## src/rtl/fifo_rr_arbiter.sv

```systemverilog
// Packet-locking round-robin arbiter that drives a shared FIFO push port and
// keeps the occupancy count/full/empty flags for the consumer pop side.
module fifo_rr_arbiter #(
   parameter int  NUM_REQ    = 4,
   parameter int  DATA_WIDTH = 8,
   parameter int  DEPTH      = 8,
   parameter int  CNT_WIDTH  = 4,
   localparam int IDW        = $clog2(NUM_REQ)
) (
   input  logic                          CLK,
   input  logic                          rst,
   input  logic [NUM_REQ-1:0]            req,
   input  logic [NUM_REQ-1:0]            req_last,
   input  logic [NUM_REQ*DATA_WIDTH-1:0] req_data,
   output logic [NUM_REQ-1:0]            gnt,
   output logic                          fifo_push,
   output logic [DATA_WIDTH-1:0]         fifo_data,
   input  logic                          pop_req,
   output logic                          fifo_pop,
   output logic [CNT_WIDTH-1:0]          count,
   output logic                          empty,
   output logic                          full,
   output logic [IDW-1:0]                owner
);

   typedef enum logic {IDLE, LOCKED} state_t;

   state_t               state_q, state_d;
   logic [IDW-1:0]       owner_q, owner_d;
   logic [IDW-1:0]       rr_ptr_q, rr_ptr_d;
   logic [CNT_WIDTH-1:0] count_q, count_d;

   logic                 cand_vld;
   logic [IDW-1:0]       cand_id;
   logic [IDW-1:0]       idx;
   logic [IDW-1:0]       sel;
   logic                 accept;

   assign full  = (count_q == CNT_WIDTH'(DEPTH));
   assign empty = (count_q == '0);
   assign count = count_q;
   assign owner = owner_q;

   // Descending scan so the lowest offset from rr_ptr is the last (winning) match.
   always_comb begin
      cand_vld = 1'b0;
      cand_id  = rr_ptr_q;
      idx      = rr_ptr_q;
      if (state_q == LOCKED) begin
         cand_vld = req[owner_q];
         cand_id  = owner_q;
      end else begin
         for (int i = NUM_REQ - 1; i >= 0; i--) begin
            idx = rr_ptr_q + IDW'(i);
            if (req[idx]) begin
               cand_vld = 1'b1;
               cand_id  = idx;
            end
         end
      end
   end

   assign accept    = cand_vld & ~full & ~rst;
   assign fifo_push = accept;
   assign fifo_pop  = pop_req & ~empty & ~rst;
   assign sel       = accept ? cand_id : owner_q;
   assign fifo_data = req_data[int'(sel)*DATA_WIDTH +: DATA_WIDTH];

   always_comb begin
      gnt = '0;
      if (accept) begin
         gnt[cand_id] = 1'b1;
      end
   end

   always_comb begin
      state_d  = state_q;
      owner_d  = owner_q;
      rr_ptr_d = rr_ptr_q;
      count_d  = count_q + CNT_WIDTH'(fifo_push) - CNT_WIDTH'(fifo_pop);
      if (accept) begin
         owner_d = cand_id;
         if (req_last[cand_id]) begin
            state_d  = IDLE;
            rr_ptr_d = cand_id + IDW'(1);
         end else begin
            state_d  = LOCKED;
         end
      end
   end

   always_ff @(posedge CLK) begin
      if (rst) begin
         state_q  <= IDLE;
         owner_q  <= '0;
         rr_ptr_q <= '0;
         count_q  <= '0;
      end else begin
         state_q  <= state_d;
         owner_q  <= owner_d;
         rr_ptr_q <= rr_ptr_d;
         count_q  <= count_d;
      end
   end

   a_gnt_onehot:  assert property (@(posedge CLK) disable iff (rst) $onehot0(gnt));
   a_push_gnt:    assert property (@(posedge CLK) disable iff (rst) fifo_push == (|gnt));
   a_no_gnt_full: assert property (@(posedge CLK) disable iff (rst) !(full && (|gnt)));
   a_no_pop_empt: assert property (@(posedge CLK) disable iff (rst) !(empty && fifo_pop));

endmodule

```

## config.mk

```make
export PLATFORM = sky130hd
export DESIGN_NAME = fifo_rr_arbiter
export DESIGN_NICKNAME = d
export VERILOG_FILES = /design/src/rtl/fifo_rr_arbiter.sv
export SDC_FILE = /design/constraint.sdc
export NUM_CORES = 1
export LEC_CHECK = 0
export ABC_AREA = 1
export BUFFER_PORTS_ARGS = -buffer_cell sky130_fd_sc_hd__buf_2
export CAP_MARGIN = 20
export CORE_ASPECT_RATIO = 0.75
export CORE_MARGIN = 2
export CORE_UTILIZATION = 46
export CTS_CLUSTER_DIAMETER = 120
export DETAILED_ROUTE_END_ITERATION = 12
export PLACE_DENSITY_LB_ADDON = 0.1
export SLEW_MARGIN = 20
export SYNTH_ARGS = -nofsm -noshare
export SYNTH_HDL_FRONTEND = slang
export SYNTH_SLANG_ARGS = --single-unit
```

## constraint.sdc

```tcl
create_clock -name CLK -period 2.65 [get_ports CLK]
set_clock_uncertainty 0.1 [all_clocks]
set_input_delay 0.3975 -clock CLK [delete_from_list [all_inputs] [get_ports CLK]]
set_output_delay 0.3975 -clock CLK [all_outputs]
set_load 0.01 [all_outputs]
```

==> impl_metrics.prom, run 1 <==
# TYPE chip_impl_metric gauge
chip_impl_info{name="cpLargestDelayFamily",value="simple AND/OR/NAND/NOR gates"} 1
chip_impl_metric{name="detail_route.wl_per_cell",unit="um"} 13.3
chip_impl_metric{name="effective_utilization_at_floorplan",unit="%"} 49.6
chip_impl_metric{name="design.final.nets",unit=""} 356
chip_impl_metric{name="place.port_buffers",unit=""} 64
chip_impl_metric{name="finish.utilization",unit="%"} 76.8
chip_impl_metric{name="synth.area.mux_share",unit="%"} 0
chip_impl_metric{name="max_freq",unit="MHz"} 343
chip_impl_metric{name="drc",unit=""} 0
chip_impl_metric{name="xor_xnor_cell_area_share_of_the_yosys_netlist",unit="%"} 0.664
chip_impl_metric{name="final_design_area_no_fill",unit="sq um"} 2050
chip_impl_metric{name="finalWorstPathRequiredPeriod",unit="ns"} 2.91
chip_impl_info{name="synth_top_family_by_area",value="simple AND/OR/NAND/NOR gates"} 1
chip_impl_metric{name="timing.max_slew.rel_slack",unit="%"} 75.0
chip_impl_metric{name="die_width",unit="um"} 65.9
chip_impl_metric{name="dieArea",unit="sq um"} 3320
chip_impl_info{name="synth_top_cells_by_area",value="sky130_fd_sc_hd__nand2_1 17%, sky130_fd_sc_hd__dfxtp_1 14%, sky130_fd_sc_hd__inv_1 13%, sky130_fd_sc_hd__o211ai_1 10%, sky130_fd_sc_hd__ha_1 9.5%"} 1
chip_impl_metric{name="clock-sinks",unit=""} 9
chip_impl_metric{name="final.hold.worst_slack",unit="ns"} 0.322
chip_impl_metric{name="firstDrtPassIters",unit=""} 6
chip_impl_metric{name="timing_worst_slew_pin_value",unit="ns"} 0.374
chip_impl_metric{name="final.setup.worst_slack",unit="ns"} -0.265
chip_impl_metric{name="detailed_place.area",unit="sq um"} 1680
chip_impl_metric{name="slew_viols_final",unit=""} 0
chip_impl_metric{name="synthesis.nets",unit=""} 274
chip_impl_metric{name="hold_viol_final",unit=""} 0
chip_impl_metric{name="clkLatencyLatePin",unit="ns"} 0.23
chip_impl_metric{name="synth_simple_gate_area_share",unit="%"} 39.5
chip_impl_info{name="clock_tree.root_cell",value="sky130_fd_sc_hd__clkbuf_8"} 1
chip_impl_metric{name="first_iter_violations",unit=""} 100
chip_impl_metric{name="routabilityCongestion",unit=""} 0.969
chip_impl_metric{name="period_share",unit="%"} 110
chip_impl_metric{name="clock_transition_at_path_regs",unit="ns"} 0.04
chip_impl_info{name="cts_tree",value="built"} 1
chip_impl_metric{name="cts_inserted_buffers",unit=""} 3
chip_impl_metric{name="synth-compound-area-share",unit="%"} 17.0
chip_impl_metric{name="route.vias.total",unit=""} 1740
chip_impl_metric{name="crit_path_max_fanout",unit=""} 8
chip_impl_info{name="cpMostUsedCell",value="sky130_fd_sc_hd__nand2_4"} 1
chip_impl_metric{name="arrival",unit="ns"} 2.42
chip_impl_info{name="crit_chain",value="buf_8 -> nand2_4 -> nand2_4 -> nand2_4 -> nand2_4 -> inv_2 -> nand2_2 -> nand4_1 -> nand3_4 -> nand2_4 -> o21ai_4 -> buf_12 -> buf_12 -> nand2_2 -> o211ai_1 -> nand2_1 -> buf_2"} 1
chip_impl_info{name="endpoint_kind",value="primary output"} 1
chip_impl_info{name="critical_path.startpoint_type",value="flop"} 1
chip_impl_metric{name="data_required_time_of_the_critical_path",unit="ns"} 2.15
chip_impl_metric{name="detailed_placer_s_ending_hpwl",unit="um"} 2740
chip_impl_metric{name="overflow",unit=""} 0
chip_impl_metric{name="final_layout_size_suffix_gt1_share",unit="%"} 43.2
chip_impl_metric{name="synth_cell_type_count",unit=""} 25
chip_impl_metric{name="avgSynthCellArea",unit="sq um"} 6.00
chip_impl_metric{name="ys_seq_area_share",unit="%"} 13.6
chip_impl_metric{name="filler_cell_count",unit=""} 214
chip_impl_metric{name="via_per_inst",unit=""} 5.16
chip_impl_metric{name="syn2layout_area_growth",unit="%"} 55.0
chip_impl_metric{name="synth_fa_ha_area_share",unit="%"} 11.0
chip_impl_metric{name="globalRouteTotalUtil",unit="%"} 26.1
chip_impl_metric{name="timing.critical_path.buf_inv",unit=""} 5
chip_impl_metric{name="grt_pass1_wl",unit="um"} 6970
chip_impl_metric{name="pwr_density_cell",unit="nW/um^2"} 1560
chip_impl_metric{name="vdd_drop_max",unit="mV"} 0.733
chip_impl_metric{name="setup_viol_count_final",unit=""} 12
chip_impl_metric{name="synth_area",unit="sq um"} 1320
chip_impl_metric{name="num_io_pins",unit=""} 65
chip_impl_metric{name="initial_antenna_violation_count",unit=""} 0
chip_impl_info{name="outcome",value="finished, violations left"} 1
chip_impl_info{name="slowest_stage",value="sky130_fd_sc_hd__dfxtp_4"} 1
chip_impl_metric{name="number_of_levels_in_the_clock_h_tree",unit=""} 1
chip_impl_metric{name="final_antenna_net_count",unit=""} 0
chip_impl_metric{name="timing.max_cap.violations",unit=""} 0
chip_impl_metric{name="placeableCoreArea",unit="sq um"} 2660
chip_impl_info{name="grt_setup_unrepaired",value="yes"} 1
chip_impl_metric{name="report.power.total",unit="mW"} 3.18
chip_impl_metric{name="p_leak",unit="nW"} 1.19
chip_impl_metric{name="floorplan.rows",unit=""} 16
chip_impl_info{name="critPathKind",value="flop to primary output"} 1
chip_impl_metric{name="netlist.area_leader.share",unit="%"} 17.3
chip_impl_metric{name="synth_warnings",unit=""} 0
chip_impl_metric{name="netlist_instances",unit=""} 220
chip_impl_metric{name="wirelength",unit="um"} 4470
chip_impl_metric{name="ys_seq_elements",unit=""} 9
chip_impl_metric{name="cts_max_path_buffers",unit=""} 2
chip_impl_metric{name="maximum_number_of_pins_on_one_net_before_global_route_repair",unit=""} 17
chip_impl_info{name="netlist.top_cell.by_area",value="sky130_fd_sc_hd__nand2_1"} 1
chip_impl_metric{name="first_global_vias",unit=""} 1604
chip_impl_metric{name="worst_path_largest_cell_delay",unit="ns"} 0.39
chip_impl_metric{name="die_span_y",unit="um"} 50.4
chip_impl_info{name="timing.hold.worst.class",value="primary input to flop"} 1
chip_impl_info{name="failing_checks",value="setup timing"} 1
chip_impl_metric{name="num_antenna_cells",unit=""} 0
-- cell usage in the layout (no fill, tap or decap), drive strengths merged, types with 4 or more instances in the layout --
cell,n
inv,53
clkbuf,4
o21ai,6
nand3,20
buf,81
o211ai,18
nor2,15
nand2,73
ha,10
dfxtp,9
-- state kept, by name, indices dropped and copies added, names as in the netlist --
signal and flops:
count 4, owner 2, rr_ptr_q 2, state_q 1
-- through the flow --
stage / cells / TNS (ns) / setup slack (ns)
2_1_floorplan: 220 / 0 / 0.264
3_3_place_gp: 319 / 0 / 0.118
3_5_place_dp: 319 / 0 / 0.110
4_1_cts: 335 / -0.550 / -0.0810
5_1_grt: 337 / -3.20 / -0.358
6_report: 337 / -1.81 / -0.265
-- synth_stat cells, drive strengths merged --
| cell type | count |
|---|---|
| a21o | 1 |
| a21oi | 2 |
| a31oi | 1 |
| buf | 4 |
| dfxtp | 9 |
| fa | 1 |
| ha | 10 |
| inv | 53 |
| nand2 | 73 |
| nand3 | 20 |
| nand4 | 3 |
| nor2 | 15 |
| nor3 | 1 |
| nor3b | 1 |
| o211ai | 18 |
| o21ai | 6 |
| o221ai | 1 |
| xnor2 | 1 |
-- path summary, 6_finish.rpt --
kind / start / end / slack, ns / depth (start not counted)
max reg2reg: rr_ptr_q[0]$_SDFFE_PP0P_ / count[2]$_SDFF_PP0_ / 0.07 / 13
max: rr_ptr_q[0]$_SDFFE_PP0P_ / fifo_data[0] / -0.26 / 17
min: rst / count[1]$_SDFF_PP0_ / 0.32 / 2
min reg2reg: count[3]$_SDFF_PP0_ / count[3]$_SDFF_PP0_ / 0.50 / 3
-- where the power goes --
group          total [mW]  internal, mW  switching (mW)
clock network       0.156         0.105          0.0517
logic                2.73          1.18            1.55
registers           0.296         0.205          0.0914
-- metal layers --
metal	vias to the layer above	routed length, um	track usage, %
li1	855	-	-
met1	790	1950	35.1
met2	82	2120	45.1
met3	13	316	1.35
met4	0	89	7.64
met5	-	0	0
-- logic make-up after synthesis --
family / after synthesis
buffers and inverters: 57
adders and majority gates: 11
xor gates and xnor gates: 1
AOI/OAI and AO/OA: 29
and+or+nand+nor: 113
DFF: 9
-- worst register-to-register path, cell delays in order, from the launching register on --
cell	delay [ns]
sky130_fd_sc_hd__dfxtp_4	0.39
sky130_fd_sc_hd__buf_8	0.14
sky130_fd_sc_hd__nand2_1	0.11
sky130_fd_sc_hd__nand3_2	0.13
sky130_fd_sc_hd__nand2_2	0.11
sky130_fd_sc_hd__nor3_4	0.18
sky130_fd_sc_hd__nand3_2	0.12
sky130_fd_sc_hd__nand4_4	0.13
sky130_fd_sc_hd__inv_2	0.08
sky130_fd_sc_hd__buf_4	0.16
sky130_fd_sc_hd__ha_1	0.22
sky130_fd_sc_hd__fa_1	0.39
sky130_fd_sc_hd__xnor2_1	0.17
sky130_fd_sc_hd__nor2_1	0.06
-- final cells by class --
type	count	area, sq um	share of cell area, %
clock buffers	4	45.0	2.20
inverters	53	206	10.1
multi-input cells	154	1040	50.9
flip-flops and latches	9	188	9.17
well taps	36	45.0	2.20
repair buffers	81	520	25.4
-- timing repair --
action                     4_1_cts  5_1_grt
pin swaps                       14       18
hold endpoints to repair         0        0
setup buffers                    9        3
gates resized for setup         26       24
setup endpoints to repair        8       13
hold buffers                     0        0
cloned                           3        0
Note: power is estimated with default switching activity, not from simulation.
==> run 2: changes to the inputs <==
--- a/config.mk
+++ b/config.mk
@@ -6,7 +6,7 @@
 export NUM_CORES = 1
 export LEC_CHECK = 0
 export ABC_AREA = 1
-export BUFFER_PORTS_ARGS = -buffer_cell sky130_fd_sc_hd__buf_2
+export BUFFER_PORTS_ARGS = -buffer_cell sky130_fd_sc_hd__buf_4
 export CAP_MARGIN = 20
 export CORE_ASPECT_RATIO = 0.75
 export CORE_MARGIN = 2
==> impl_metrics.prom, run 2 (synthesis results as in run 1) <==
# TYPE chip_impl_metric gauge
chip_impl_metric{name="drc",unit=""} 0
chip_impl_metric{name="num_io_pins",unit=""} 65
chip_impl_metric{name="report.power.total",unit="mW"} 3.09
chip_impl_metric{name="worst_setup_timing_slack_at_the_placement_stage",unit="ns"} 0.0882
chip_impl_info{name="startpoint",value="rr_ptr_q[0]$_SDFFE_PP0P_"} 1
chip_impl_metric{name="instances_no_fill",unit=""} 335
chip_impl_metric{name="floorplan.rows",unit=""} 16
chip_impl_metric{name="firstDrtPassIters",unit=""} 6
chip_impl_metric{name="timing.max_cap.violations",unit=""} 0
chip_impl_metric{name="clkLatencyLatePin",unit="ns"} 0.23
chip_impl_metric{name="clock_transition_at_path_regs",unit="ns"} 0.04
chip_impl_info{name="endpoint_kind",value="primary output"} 1
chip_impl_metric{name="num_antenna_cells",unit=""} 0
chip_impl_metric{name="syn2layout_area_growth",unit="%"} 58.2
chip_impl_info{name="timing.hold.worst.class",value="primary input to flop"} 1
chip_impl_info{name="worstHoldStart",value="rst"} 1
chip_impl_metric{name="finalWorstPathRequiredPeriod",unit="ns"} 2.83
chip_impl_info{name="worstReg2RegStart",value="rr_ptr_q[0]$_SDFFE_PP0P_"} 1
chip_impl_metric{name="hold_viol_final",unit=""} 0
chip_impl_metric{name="cts_inserted_buffers",unit=""} 3
chip_impl_metric{name="maximum_number_of_pins_on_one_net_before_global_route_repair",unit=""} 18
chip_impl_metric{name="data_required_time_of_the_critical_path",unit="ns"} 2.15
chip_impl_metric{name="worst_path_largest_cell_delay",unit="ns"} 0.33
chip_impl_info{name="cts_tree",value="built"} 1
chip_impl_info{name="outcome",value="finished, violations left"} 1
chip_impl_metric{name="place.port_buffers",unit=""} 64
chip_impl_metric{name="timing.max_slew.rel_slack",unit="%"} 79.3
chip_impl_metric{name="timing_worst_slew_pin_value",unit="ns"} 0.311
chip_impl_metric{name="timing.critical_path.buf_inv",unit=""} 5
chip_impl_info{name="grt_setup_unrepaired",value="yes"} 1
chip_impl_metric{name="period_share",unit="%"} 107
chip_impl_metric{name="detail_route.wl_per_cell",unit="um"} 11.5
chip_impl_info{name="failing_checks",value="setup timing"} 1
chip_impl_metric{name="placeableCoreArea",unit="sq um"} 2660
chip_impl_metric{name="first_global_vias",unit=""} 1532
chip_impl_metric{name="final_design_area_no_fill",unit="sq um"} 2090
chip_impl_metric{name="final.hold.worst_slack",unit="ns"} 0.273
chip_impl_metric{name="routabilityCongestion",unit=""} 0.874
chip_impl_metric{name="pwr_density_cell",unit="nW/um^2"} 1480
chip_impl_metric{name="die_width",unit="um"} 65.9
chip_impl_metric{name="largest_register_ffs",unit=""} 4
chip_impl_metric{name="vdd_drop_max",unit="mV"} 0.765
chip_impl_info{name="critPathKind",value="flop to primary output"} 1
chip_impl_metric{name="grt_pass1_wl",unit="um"} 6400
chip_impl_info{name="most_common_library_cell_in_the_layout_ignoring_fill_and_taps",value="sky130_fd_sc_hd__buf_4"} 1
chip_impl_metric{name="detailed_place.area",unit="sq um"} 1830
chip_impl_metric{name="effective_utilization_at_floorplan",unit="%"} 49.6
chip_impl_metric{name="wirelength",unit="um"} 3860
chip_impl_metric{name="final_layout_size_suffix_gt1_share",unit="%"} 38.5
chip_impl_metric{name="crit_path_max_fanout",unit=""} 17
chip_impl_metric{name="final_antenna_net_count",unit=""} 0
chip_impl_info{name="clock_tree.root_cell",value="sky130_fd_sc_hd__clkbuf_8"} 1
chip_impl_metric{name="dieArea",unit="sq um"} 3320
chip_impl_metric{name="final.setup.worst_slack",unit="ns"} -0.180
chip_impl_info{name="cpMostUsedCell",value="sky130_fd_sc_hd__nand2_2"} 1
chip_impl_metric{name="inst_count_dp",unit=""} 318
chip_impl_metric{name="cts_max_path_buffers",unit=""} 2
chip_impl_metric{name="die_span_y",unit="um"} 50.4
chip_impl_metric{name="detailed_placer_s_ending_hpwl",unit="um"} 2780
chip_impl_info{name="crit_chain",value="buf_6 -> buf_6 -> nand2_2 -> nand2_2 -> nand2_2 -> nand2_2 -> inv_2 -> nand2_2 -> nand4_1 -> nand3_4 -> nand2_4 -> o21ai_4 -> buf_12 -> nand2_1 -> o211ai_1 -> nand2_1 -> buf_6"} 1
chip_impl_metric{name="arrival",unit="ns"} 2.33
chip_impl_info{name="top_library_cells_by_usage_in_the_layout_fill_and_taps_aside",value="66 x sky130_fd_sc_hd__buf_4, 57 x sky130_fd_sc_hd__nand2_1, 46 x sky130_fd_sc_hd__inv_1, 18 x sky130_fd_sc_hd__o211ai_1, 17 x sky130_fd_sc_hd__nand3_1"} 1
chip_impl_metric{name="timing.setup.tns",unit="ns"} -1.06
chip_impl_metric{name="slew_viols_final",unit=""} 0
chip_impl_metric{name="setup_viol_count_final",unit=""} 8
chip_impl_metric{name="route.vias.total",unit=""} 1628
chip_impl_info{name="cpLargestDelayFamily",value="simple AND/OR/NAND/NOR gates"} 1
chip_impl_metric{name="cts_hold_repair.buffers",unit=""} 0
chip_impl_metric{name="globalRouteTotalUtil",unit="%"} 24.3
chip_impl_metric{name="via_per_inst",unit=""} 4.86
chip_impl_metric{name="finish.utilization",unit="%"} 78.4
chip_impl_metric{name="overflow",unit=""} 0
chip_impl_metric{name="p_leak",unit="nW"} 1.18
chip_impl_metric{name="first_iter_violations",unit=""} 103
chip_impl_metric{name="design.final.nets",unit=""} 354
chip_impl_metric{name="initial_antenna_violation_count",unit=""} 0
chip_impl_metric{name="max_freq",unit="MHz"} 353
chip_impl_metric{name="clock-sinks",unit=""} 9
chip_impl_info{name="critical_path.startpoint_type",value="flop"} 1
chip_impl_metric{name="number_of_levels_in_the_clock_h_tree",unit=""} 1
chip_impl_info{name="slowest_stage",value="sky130_fd_sc_hd__dfxtp_2"} 1
[run 2: changes by cell type in the layout (fill, tap and decap cells not counted), sizes merged]
cell,change
buf,-3
clkbuf,+1
[run 2: repair_timing]
action | in CTS | in global routing
cloned | 1 | 1
buffers inserted | 10 | 1
endpoints found under the setup margin | 8 | 12
resized for setup | 17 | 4
pin swaps | 7 | 3
[run 2: metal layers]
layer  GRT usage [%]  vias up  wire, um
met5               0        -         0
met2            42.6       50      1800
met4            4.17        0        25
met1            31.0      724      1820
met3            4.93        2       214
li1                -      852         -
[run 2: path summary, 6_finish.rpt]
kind	to	slack, ns	depth (start not counted)
max	fifo_data[1]	-0.18	17
min	count[2]$_SDFF_PP0_	0.27	2
max reg2reg	count[2]$_SDFF_PP0_	0.34	13
min reg2reg	count[3]$_SDFF_PP0_	0.51	3
[run 2: area by class of cell]
class	count	area, sq um
inverter	53	199
clock buffer	4	45.0
fill	199	574
sequential	9	183
timing repair buffer	79	689
tap	36	45.0
multi-input combinational	154	927
[run 2: power by group]
part	internal, mW	leakage [nW]	total, mW	switching, mW
clock network	0.105	0.0228	0.158	0.0533
registers	0.199	0.0751	0.265	0.0660
logic	1.27	1.08	2.67	1.40
total	1.57	1.18	3.09	1.52
==> run 3: changes to the inputs <==
--- a/config.mk
+++ b/config.mk
@@ -14,6 +14,7 @@
 export CTS_CLUSTER_DIAMETER = 120
 export DETAILED_ROUTE_END_ITERATION = 12
 export PLACE_DENSITY_LB_ADDON = 0.1
+export REMOVE_ABC_BUFFERS = 1
 export SLEW_MARGIN = 20
 export SYNTH_ARGS = -nofsm -noshare
 export SYNTH_HDL_FRONTEND = slang
==> impl_metrics.prom, run 3 (synthesis results as in run 1) <==
# TYPE chip_impl_metric gauge
chip_impl_info{name="critPathKind",value="flop to primary output"} 1
chip_impl_info{name="worstReg2RegStart",value="rr_ptr_q[0]$_SDFFE_PP0P_"} 1
chip_impl_metric{name="setup_viol_count_final",unit=""} 9
chip_impl_metric{name="die_width",unit="um"} 65.9
chip_impl_metric{name="first_global_vias",unit=""} 1635
chip_impl_metric{name="filler_cell_count",unit=""} 171
chip_impl_metric{name="floorplan.rows",unit=""} 16
chip_impl_info{name="crit_chain",value="buf_6 -> nand2_2 -> nand2_4 -> nand2_2 -> nand2_2 -> inv_2 -> nand2_4 -> nand3_2 -> nand2_2 -> nand3_2 -> nand2_4 -> o21ai_4 -> buf_6 -> buf_12 -> nand2_1 -> o211ai_1 -> nand2_1 -> buf_6"} 1
chip_impl_metric{name="cts_inserted_buffers",unit=""} 3
chip_impl_metric{name="largest_register_ffs",unit=""} 4
chip_impl_metric{name="cts_hold_repair.buffers",unit=""} 0
chip_impl_metric{name="via_per_inst",unit=""} 5.13
chip_impl_metric{name="number_of_levels_in_the_clock_h_tree",unit=""} 1
chip_impl_metric{name="first_iter_violations",unit=""} 133
chip_impl_metric{name="instances_no_fill",unit=""} 343
chip_impl_metric{name="wirelength",unit="um"} 4780
chip_impl_metric{name="clkLatencyLatePin",unit="ns"} 0.23
chip_impl_metric{name="pwr_density_cell",unit="nW/um^2"} 1570
chip_impl_metric{name="inst_count_dp",unit=""} 320
chip_impl_metric{name="clock_transition_at_path_regs",unit="ns"} 0.04
chip_impl_metric{name="timing_worst_slew_pin_value",unit="ns"} 0.317
chip_impl_info{name="timing.hold.worst.class",value="primary input to flop"} 1
chip_impl_info{name="clock_tree.root_cell",value="sky130_fd_sc_hd__clkbuf_8"} 1
chip_impl_metric{name="final_layout_size_suffix_gt1_share",unit="%"} 45.3
chip_impl_info{name="worstHoldStart",value="rst"} 1
chip_impl_metric{name="num_antenna_cells",unit=""} 0
chip_impl_metric{name="cts_max_path_buffers",unit=""} 2
chip_impl_metric{name="hold_path_depth",unit=""} 2
chip_impl_metric{name="finalWorstPathRequiredPeriod",unit="ns"} 2.85
chip_impl_info{name="hold_end",value="count[0]$_SDFF_PP0_"} 1
chip_impl_metric{name="multi_input_area",unit="sq um"} 998
chip_impl_metric{name="num_io_pins",unit=""} 65
chip_impl_metric{name="worst_setup_timing_slack_at_the_placement_stage",unit="ns"} 0.0705
chip_impl_metric{name="place.port_buffers",unit=""} 64
chip_impl_metric{name="clock-sinks",unit=""} 9
chip_impl_metric{name="vdd_drop_max",unit="mV"} 0.978
chip_impl_metric{name="overflow",unit=""} 0
chip_impl_metric{name="max_freq",unit="MHz"} 351
chip_impl_metric{name="timing.setup.tns",unit="ns"} -1.30
chip_impl_info{name="cts_tree",value="built"} 1
chip_impl_info{name="rr_endpoint",value="count[2]$_SDFF_PP0_"} 1
chip_impl_metric{name="drc",unit=""} 0
chip_impl_metric{name="grt_pass1_wl",unit="um"} 7360
chip_impl_metric{name="maximum_number_of_pins_on_one_net_before_global_route_repair",unit=""} 17
chip_impl_metric{name="design.final.nets",unit=""} 362
chip_impl_metric{name="reg2reg_path_depth",unit=""} 14
chip_impl_metric{name="routabilityCongestion",unit=""} 0.894
chip_impl_metric{name="hold_viol_final",unit=""} 0
chip_impl_metric{name="detailed_place.area",unit="sq um"} 1850
chip_impl_metric{name="dieArea",unit="sq um"} 3320
chip_impl_metric{name="data_required_time_of_the_critical_path",unit="ns"} 2.15
chip_impl_info{name="critical_path.startpoint_type",value="flop"} 1
chip_impl_metric{name="globalRouteTotalUtil",unit="%"} 28.4
chip_impl_metric{name="route.vias.total",unit=""} 1761
chip_impl_info{name="grt_setup_unrepaired",value="yes"} 1
chip_impl_info{name="top_library_cells_by_usage_in_the_layout_fill_and_taps_aside",value="71 x sky130_fd_sc_hd__buf_4, 46 x sky130_fd_sc_hd__inv_1, 45 x sky130_fd_sc_hd__nand2_1, 22 x sky130_fd_sc_hd__nand2_2, 18 x sky130_fd_sc_hd__o211ai_1"} 1
chip_impl_metric{name="register_area",unit="sq um"} 188
chip_impl_metric{name="slew_viols_final",unit=""} 0
chip_impl_metric{name="detailed_placer_s_ending_hpwl",unit="um"} 2850
chip_impl_metric{name="final_antenna_net_count",unit=""} 0
chip_impl_metric{name="period_share",unit="%"} 107
chip_impl_metric{name="reg2reg_slack",unit="ns"} 0.18
chip_impl_metric{name="effective_utilization_at_floorplan",unit="%"} 49.6
chip_impl_metric{name="crit_path_max_fanout",unit=""} 6
chip_impl_metric{name="arrival",unit="ns"} 2.35
chip_impl_metric{name="initial_antenna_violation_count",unit=""} 0
chip_impl_metric{name="timing.max_cap.violations",unit=""} 0
chip_impl_metric{name="placeableCoreArea",unit="sq um"} 2660
chip_impl_metric{name="final.hold.worst_slack",unit="ns"} 0.280
chip_impl_metric{name="final.setup.worst_slack",unit="ns"} -0.197
chip_impl_metric{name="detail_route.wl_per_cell",unit="um"} 13.9
chip_impl_info{name="failing_checks",value="setup timing"} 1
chip_impl_metric{name="timing.max_slew.rel_slack",unit="%"} 78.9
chip_impl_metric{name="firstDrtPassIters",unit=""} 4
chip_impl_metric{name="p_leak",unit="nW"} 1.25
chip_impl_metric{name="syn2layout_area_growth",unit="%"} 70.1
chip_impl_metric{name="die_span_y",unit="um"} 50.4
chip_impl_metric{name="worst_path_largest_cell_delay",unit="ns"} 0.36
chip_impl_info{name="slowest_stage",value="sky130_fd_sc_hd__dfxtp_4"} 1
chip_impl_info{name="endpoint_kind",value="primary output"} 1
chip_impl_info{name="outcome",value="finished, violations left"} 1
chip_impl_info{name="cpMostUsedCell",value="sky130_fd_sc_hd__nand2_2"} 1
chip_impl_metric{name="final_design_area_no_fill",unit="sq um"} 2250
chip_impl_info{name="most_common_library_cell_in_the_layout_ignoring_fill_and_taps",value="sky130_fd_sc_hd__buf_4"} 1
[run 3: cell types whose count changed in the layout (fill, tap and decap cells not counted), moves of 3 or more]
cell / delta
sky130_fd_sc_hd__buf_4: +5
sky130_fd_sc_hd__buf_6: +3
sky130_fd_sc_hd__nand2_1: -12
sky130_fd_sc_hd__nand2_2: +7
sky130_fd_sc_hd__nand2_4: +5
sky130_fd_sc_hd__nand3_1: -3
sky130_fd_sc_hd__nand3_2: +4
[run 3: worst max-delay path: cells and delay by family (launching register included)]
family / cells / cell delay [ns]
and+or+nand+nor: 11 / 0.79
buffers and inverters: 5 / 0.64
DFF: 1 / 0.36
AOI/OAI and AO/OA: 2 / 0.31
[run 3: where the power goes]
part           total (mW)  switching [mW]  internal [mW]
sequential          0.287          0.0825          0.205
combinational        3.08            1.62           1.47
clock               0.157          0.0522          0.105
total                3.53            1.75           1.78
[run 3: stage by stage]
stage / util [%] / total power [mW]
after floorplan: - / 1.65
after global placement: 69.4 / 2.37
after detailed placement: 69.4 / 2.40
after CTS: 81.7 / 3.29
after global routing: 84.4 / 3.79
final: 84.4 / 3.53
[run 3: worst max-delay path by stage]
stage                                         from      endpoint  slack (ns)
after floorplan           rr_ptr_q[0]$_SDFFE_PP0P_  fifo_data[0]        0.06
after global placement                      req[0]  fifo_data[0]        0.11
after detailed placement                    req[1]  fifo_data[5]        0.07
after CTS                 rr_ptr_q[0]$_SDFFE_PP0P_  fifo_data[5]       -0.10
after global routing      rr_ptr_q[0]$_SDFFE_PP0P_  fifo_data[0]       -0.30
final                     rr_ptr_q[0]$_SDFFE_PP0P_  fifo_data[0]       -0.20
[run 3: area by class of cell]
type                    instances  area share, %
inverters                      53           9.19
clock buffers                   4           2.01
flip-flops and latches          9           8.36
well taps                      36           2.01
repair buffers                 87           34.0
multi-input cells             154           44.5
[run 3: timing repair]
item                                    CTS  global route
buffers inserted                         12             6
cloned                                    3             0
pin swaps                                27            11
gates resized for setup                  37            14
endpoints found under the setup margin    8            12
[run 3: per-layer routing]
metal	share of wire [%]	GRT usage [%]
met5	0	0
met4	1.5	4.86
met3	6.5	2.02
met2	50	51.5
met1	42	37.1
